### src/rtl/rv_imem_loader_pkg.sv
// Shared types and constants for the boot-time instruction-memory loader.
package rv_imem_loader_pkg;

  typedef enum logic [2:0] {
    LD_CLEAR,
    LD_HDR0,
    LD_HDR1,
    LD_DATA,
    LD_DONE,
    LD_ERR
  } t_ld_state;

  localparam logic [31:0] NOP_INSTR = 32'h0000_0013;

endpackage

### src/rtl/rv_byte_to_word.sv
// Assembles little-endian bytes into 32-bit words; word_vld pulses in the
// same cycle the fourth byte is accepted, with the full word on 'word'.
module rv_byte_to_word (
  input  logic        clk,
  input  logic        rst,
  input  logic        clr,
  input  logic        xfer,
  input  logic [7:0]  byte_data,
  output logic        word_vld,
  output logic [31:0] word
);

  logic [1:0]  byte_idx;
  logic [23:0] sh;

  always_ff @(posedge clk) begin
    if (rst || clr) begin
      byte_idx <= '0;
      sh       <= '0;
    end else if (xfer) begin
      byte_idx <= byte_idx + 2'd1;
      sh       <= {byte_data, sh[23:8]};
    end
  end

  // Combinational so the loader can register the write one cycle after b3.
  always_comb begin
    word_vld = xfer && (byte_idx == 2'd3);
    word     = {byte_data, sh};
  end

endmodule

### src/rtl/rv_imem_loader.sv
// Boot loader: clears IMEM to NOPs, then writes a length-prefixed LE word
// stream into it, holding the CPU in reset until the load completes.
module rv_imem_loader #(
  parameter int unsigned IMEM_SIZE_WORDS = 256,
  parameter int unsigned ADDR_W          = $clog2(IMEM_SIZE_WORDS),
  parameter logic [31:0] NOP_INSTR       = rv_imem_loader_pkg::NOP_INSTR
) (
  input  logic              clk,
  input  logic              rst,
  input  logic              load_start,
  input  logic              byte_valid,
  input  logic [7:0]        byte_data,
  output logic              byte_ready,
  output logic              imem_wr_en,
  output logic [ADDR_W-1:0] imem_wr_addr,
  output logic [31:0]       imem_wr_data,
  output logic              cpu_rst_out,
  output logic              load_done,
  output logic              load_err
);

  import rv_imem_loader_pkg::t_ld_state;
  import rv_imem_loader_pkg::LD_CLEAR;
  import rv_imem_loader_pkg::LD_HDR0;
  import rv_imem_loader_pkg::LD_HDR1;
  import rv_imem_loader_pkg::LD_DATA;
  import rv_imem_loader_pkg::LD_DONE;
  import rv_imem_loader_pkg::LD_ERR;

  t_ld_state       state, nxt;
  logic [ADDR_W:0] clr_idx;
  logic [ADDR_W:0] word_idx;
  logic [15:0]     cnt;
  logic [15:0]     hdr;
  logic            xfer;
  logic            clr_done;
  logic            last_word;
  logic            word_vld;
  logic [31:0]     word;

  rv_byte_to_word u_b2w (
    .clk      (clk),
    .rst      (rst),
    .clr      (state != LD_DATA),
    .xfer     (xfer && (state == LD_DATA)),
    .byte_data(byte_data),
    .word_vld (word_vld),
    .word     (word)
  );

  always_comb begin
    xfer      = byte_valid && byte_ready;
    hdr       = {byte_data, cnt[7:0]};
    clr_done  = (32'(clr_idx) == IMEM_SIZE_WORDS);
    last_word = ((32'(word_idx) + 32'd1) == 32'(cnt));
    nxt       = state;
    case (state)
      LD_CLEAR: if (clr_done) nxt = LD_HDR0;
      LD_HDR0:  if (xfer) nxt = LD_HDR1;
      LD_HDR1: begin
        if (xfer) begin
          if (hdr == 16'd0)                      nxt = LD_DONE;
          else if (32'(hdr) > IMEM_SIZE_WORDS)   nxt = LD_ERR;
          else                                   nxt = LD_DATA;
        end
      end
      LD_DATA:  if (word_vld && last_word) nxt = LD_DONE;
      LD_DONE,
      LD_ERR:   if (load_start) nxt = LD_CLEAR;
      default:  nxt = LD_CLEAR;
    endcase
  end

  always_ff @(posedge clk) begin
    if (rst) begin
      state        <= LD_CLEAR;
      clr_idx      <= '0;
      word_idx     <= '0;
      cnt          <= '0;
      byte_ready   <= 1'b0;
      imem_wr_en   <= 1'b0;
      imem_wr_addr <= '0;
      imem_wr_data <= '0;
      cpu_rst_out  <= 1'b1;
      load_done    <= 1'b0;
      load_err     <= 1'b0;
    end else begin
      state       <= nxt;
      imem_wr_en  <= 1'b0;
      byte_ready  <= (nxt == LD_HDR0) || (nxt == LD_HDR1) || (nxt == LD_DATA);
      load_done   <= (nxt == LD_DONE);
      load_err    <= (nxt == LD_ERR);
      // Low only on the second and later DONE cycles.
      cpu_rst_out <= !((state == LD_DONE) && (nxt == LD_DONE));
      case (state)
        LD_CLEAR: begin
          if (!clr_done) begin
            imem_wr_en   <= 1'b1;
            imem_wr_addr <= clr_idx[ADDR_W-1:0];
            imem_wr_data <= NOP_INSTR;
            clr_idx      <= clr_idx + 1'b1;
          end
        end
        LD_HDR0: if (xfer) cnt[7:0] <= byte_data;
        LD_HDR1: begin
          if (xfer) begin
            cnt[15:8] <= byte_data;
            word_idx  <= '0;
          end
        end
        LD_DATA: begin
          if (word_vld) begin
            imem_wr_en   <= 1'b1;
            imem_wr_addr <= word_idx[ADDR_W-1:0];
            imem_wr_data <= word;
            word_idx     <= word_idx + 1'b1;
          end
        end
        LD_DONE,
        LD_ERR: begin
          // Word 0 of the clear is issued on the re-arm edge so CLEAR
          // still spans exactly IMEM_SIZE_WORDS cycles.
          if (load_start) begin
            imem_wr_en   <= 1'b1;
            imem_wr_addr <= '0;
            imem_wr_data <= NOP_INSTR;
            clr_idx      <= {{ADDR_W{1'b0}}, 1'b1};
          end
        end
        default: ;
      endcase
    end
  end

endmodule
### config.mk
export PLATFORM = sky130hd
export DESIGN_NAME = rv_imem_loader
export DESIGN_NICKNAME = d
export VERILOG_FILES = /design/src/rtl/rv_imem_loader_pkg.sv /design/src/rtl/rv_byte_to_word.sv /design/src/rtl/rv_imem_loader.sv
export SDC_FILE = /design/constraint.sdc
export NUM_CORES = 1
export LEC_CHECK = 0
export ABC_AREA = 1
export BUFFER_PORTS_ARGS = -buffer_cell sky130_fd_sc_hd__buf_2
export CAP_MARGIN = 20
export CORE_UTILIZATION = 53
export DETAILED_ROUTE_END_ITERATION = 6
export PLACE_DENSITY_LB_ADDON = 0.1
export SETUP_SLACK_MARGIN = 0.05
export SLEW_MARGIN = 20
export SYNTH_ARGS = -nofsm -noshare
export SYNTH_HDL_FRONTEND = slang
export SYNTH_HIERARCHICAL = 1
export SYNTH_SLANG_ARGS = --single-unit
### constraint.sdc
create_clock -name clk -period 1.85 [get_ports clk]
set_input_delay 0.2775 -clock clk [delete_from_list [all_inputs] [get_ports clk]]
set_output_delay 0.2775 -clock clk [all_outputs]
set_load 0.05 [all_outputs]
==> impl_metrics.tcl <==
set metrics [dict create \
    status "finished, final reports clean" \
    vdd_drop_max_v 0.000455 \
    num_io_pins 57 \
    synth_ff_type "sky130_fd_sc_hd__dfxtp_1" \
    skew_ns 0.0168 \
    ctsLongestPathBuffers 2 \
    final_nets 815 \
    setup_slack_ns 0.0427 \
    fin_setup_tns_ns 0 \
    htree_num_levels 3 \
    worst_pin_slew_ns 0.476 \
    core_region_area_um2 9200 \
    numPlacedInstances 894 \
    synth_top_area_frac 0.433 \
    cts_root_buffer "sky130_fd_sc_hd__clkbuf_8" \
    fillerInstances 876 \
    gr-total-overflow 0 \
    drt_iter0_markers 247 \
    period_share 0.977 \
    postCtsHoldBufs 0 \
    timing.critical_path.slowest_cell_delay_ns 0.35 \
    mappedNetlistArea_um2 5000 \
    synthDistinctLibCells 35 \
    ys_seq_area_frac 0.433 \
    drt-pass1-iter-count 5 \
    timing.critical_path.to_type "register" \
    cp_num_buf_inv 1 \
    initial_cell_density_of_the_core 0.544 \
    power_leakage_uw 0.00238 \
    layout.cells.most_common_list "198 x sky130_fd_sc_hd__nand2_1, 110 x sky130_fd_sc_hd__nor2_1, 96 x sky130_fd_sc_hd__dfxtp_1" \
    path_max_fanout 3 \
    routedWlPerCell_um 13.0 \
    sequential_cell_area_um2 2180 \
    synthCells 738 \
    drt-vias-per-instance 5.17 \
    synthToLayoutAreaGrowth_pct 16.5 \
    post_route_cells_drive_above_1_share 0.198 \
    worstPathRequired_ns 2.13 \
    tritoncts "yes" \
    layout.cells.most_common "sky130_fd_sc_hd__nand2_1" \
    route.vias.total 4728 \
    pwr_density_cell_nw_per_um2 676 \
    slew-limit-headroom 0.682 \
    stdcell_area_um2 5820 \
    maxCapViolCount 0 \
    yosys_warnings 6 \
    timing_max_transition_violations_final 0 \
    post_layout_nonfiller_instances 915 \
    worst_path_cell_trace "ha_4, inv_2, nand2_2, nand2_2, nor2_2, nand2_1, nor2_1, nand3_1, nor2_1, nand3_1, nand2_2, nand4_4, nor2_4, nand2_1" \
    holdWs_ns 0.201 \
    postPlaceCellArea_um2 5440 \
    final-hold-violation-count 0 \
    vias_in_the_first_global_route 4330 \
    clkSinkCount 108 \
    tritoncts.num_buffers 9 \
    fmax_mhz 553 \
    grt_setup_unrepaired "true" \
    post-synth-top-area-cell "sky130_fd_sc_hd__dfxtp_1" \
    dpl.hpwl_mm 8.37 \
    antenna_found_initial 0 \
    most_used_cell_along_the_critical_path "sky130_fd_sc_hd__nand2_2" \
    crit_arrival_ns 2.08 \
    die-height_um 99.1 \
    routed_wirelength_mm 11.9 \
    synth_edf_count 0 \
    globalRouteTotalUtil 0.244 \
    async_flop_share 0 \
    worst_hold_path_type "in -> reg" \
    layout_min_cycle_time_ns 1.81 \
    worst_setup_hold_path_clk_slew_ns 0.11 \
    design.die.area_um2 9820 \
    gp_routability_congestion 0.869 \
    synth.net_count 754 \
    number_of_routed_nets_with_antenna_violations 0 \
    synth.ff_latch_count 108 \
    pin_count_of_the_biggest_net_entering_global_routing 53 \
    n_antenna_cell 0 \
    io_buffer_count 56 \
    fp.dieW_um 99.1 \
    clk_latency_ns 0.38 \
    worst_setup_path_start_kind "register" \
    yosys-top-cells-area "sky130_fd_sc_hd__dfxtp_1 43%, sky130_fd_sc_hd__nand2_1 15%, sky130_fd_sc_hd__nor2_1 8.5%" \
    synth.avg_cell_area_um2 6.77 \
    setup_violators_final 0 \
    drc_violation_count_after_routing 0 \
    preCtsSetupSlack_ns -0.0285 \
    worst_path_max_delay_cell "sky130_fd_sc_hd__dfxtp_2" \
    placement_rows 35 \
    timing_worst_setup_path_type "reg -> reg" \
    crit_family "simple AND/OR/NAND/NOR gates" \
    first_pass_grt_wire_length_mm 19.3 \
    multi_input_area_um2 2390 \
]
through the flow:
| stage | util | total power (uW) |
|---|---|---|
| after floorplan | - | 2510 |
| after global placement | 0.591 | 2550 |
| after detailed placement | 0.591 | 2550 |
| after CTS | 0.617 | 3970 |
| after global routing | 0.633 | 4070 |
| final | 0.633 | 3940 |
worst paths after layout:
kind | slack [ns] | end | cells past startpoint | startpoint
worst min register to register | 0.46 | imem_wr_data[2]$_SDFFE_PP0P_ | 2 | imem_wr_data[2]$_SDFFE_PP0P_
worst max-delay path | 0.04 | cpu_rst_out$_SDFF_PP1_ | 14 | word_idx[0]$_SDFFE_PP0P_
worst min-delay path | 0.20 | imem_wr_data[29]$_SDFFE_PP0P_ | 3 | byte_data[5]
worst max register to register | 0.04 | cpu_rst_out$_SDFF_PP1_ | 14 | word_idx[0]$_SDFFE_PP0P_
area by class of cell:
cell class / count / area share
inverter: 93 / 0.0608
multi-input combinational: 501 / 0.410
timing repair buffer: 86 / 0.0967
clock inverter: 6 / 0.0107
tap: 111 / 0.0238
clock buffer: 10 / 0.0236
sequential: 108 / 0.374
Yosys cell counts, types with 2 or more instances:
| library cell | instances |
|---|---|
| sky130_fd_sc_hd__o221ai_1 | 3 |
| sky130_fd_sc_hd__a21oi_1 | 71 |
| sky130_fd_sc_hd__ha_1 | 4 |
| sky130_fd_sc_hd__buf_6 | 4 |
| sky130_fd_sc_hd__nand2_2 | 3 |
| sky130_fd_sc_hd__buf_2 | 9 |
| sky130_fd_sc_hd__clkbuf_1 | 11 |
| sky130_fd_sc_hd__inv_2 | 5 |
| sky130_fd_sc_hd__o21ai_0 | 29 |
| sky130_fd_sc_hd__nand3_2 | 2 |
| sky130_fd_sc_hd__nand4_1 | 11 |
| sky130_fd_sc_hd__dfxtp_1 | 108 |
| sky130_fd_sc_hd__nand2_1 | 203 |
| sky130_fd_sc_hd__nor2_2 | 4 |
| sky130_fd_sc_hd__xor2_1 | 3 |
| sky130_fd_sc_hd__inv_1 | 88 |
| sky130_fd_sc_hd__buf_4 | 12 |
| sky130_fd_sc_hd__nor3_1 | 7 |
| sky130_fd_sc_hd__nor2_1 | 113 |
| sky130_fd_sc_hd__nand3_1 | 30 |
| sky130_fd_sc_hd__o21ai_1 | 2 |
| sky130_fd_sc_hd__nor2_4 | 3 |
power by group:
part | internal, uW | switching [uW]
combinational | 45.6 | 111
sequential | 2340 | 9.73
clock | 563 | 870
total | 2950 | 990
tightest hold or removal path: stages:
cell and delay, ns:
sky130_fd_sc_hd__buf_2 0.14, sky130_fd_sc_hd__nand2_1 0.07, sky130_fd_sc_hd__a21oi_1 0.06
kinds of logic after synthesis:
family | count (synthesis) | share of synthesized area
simple gates | 383 | 0.320
xor+xnor | 3 | 0.00526
flops | 108 | 0.433
fa+ha+maj | 4 | 0.0100
buf+inv | 129 | 0.114
compound gates | 111 | 0.118
flip-flops by register name, indices dropped and copies added (netlist names), 2 cells and up:
| name | cells |
|---|---|
| clr_idx | 9 |
| cnt | 16 |
| imem_wr_addr | 8 |
| imem_wr_data | 32 |
| state | 3 |
| u_b2w/byte_idx | 2 |
| u_b2w/sh | 24 |
| word_idx | 9 |
per-layer routing:
metal / up-vias / routed length, um / part of all wire / GRT usage
met1: 2193 / 5340 / 0.45 / 0.291
met5: - / 0 / 0 / 0
met3: 22 / 322 / 0.027 / 0.0422
li1: 2423 / - / - / -
met2: 90 / 5950 / 0.50 / 0.442
met4: 0 / 246 / 0.021 / 0.0871
repair_timing:
item	in CTS	in global routing
resized for setup	6	37
pin swaps	2	10
hold endpoints to repair	0	0
endpoints found under the setup margin	4	49
setup buffers	0	5
Power figures use the tool's default switching activity.
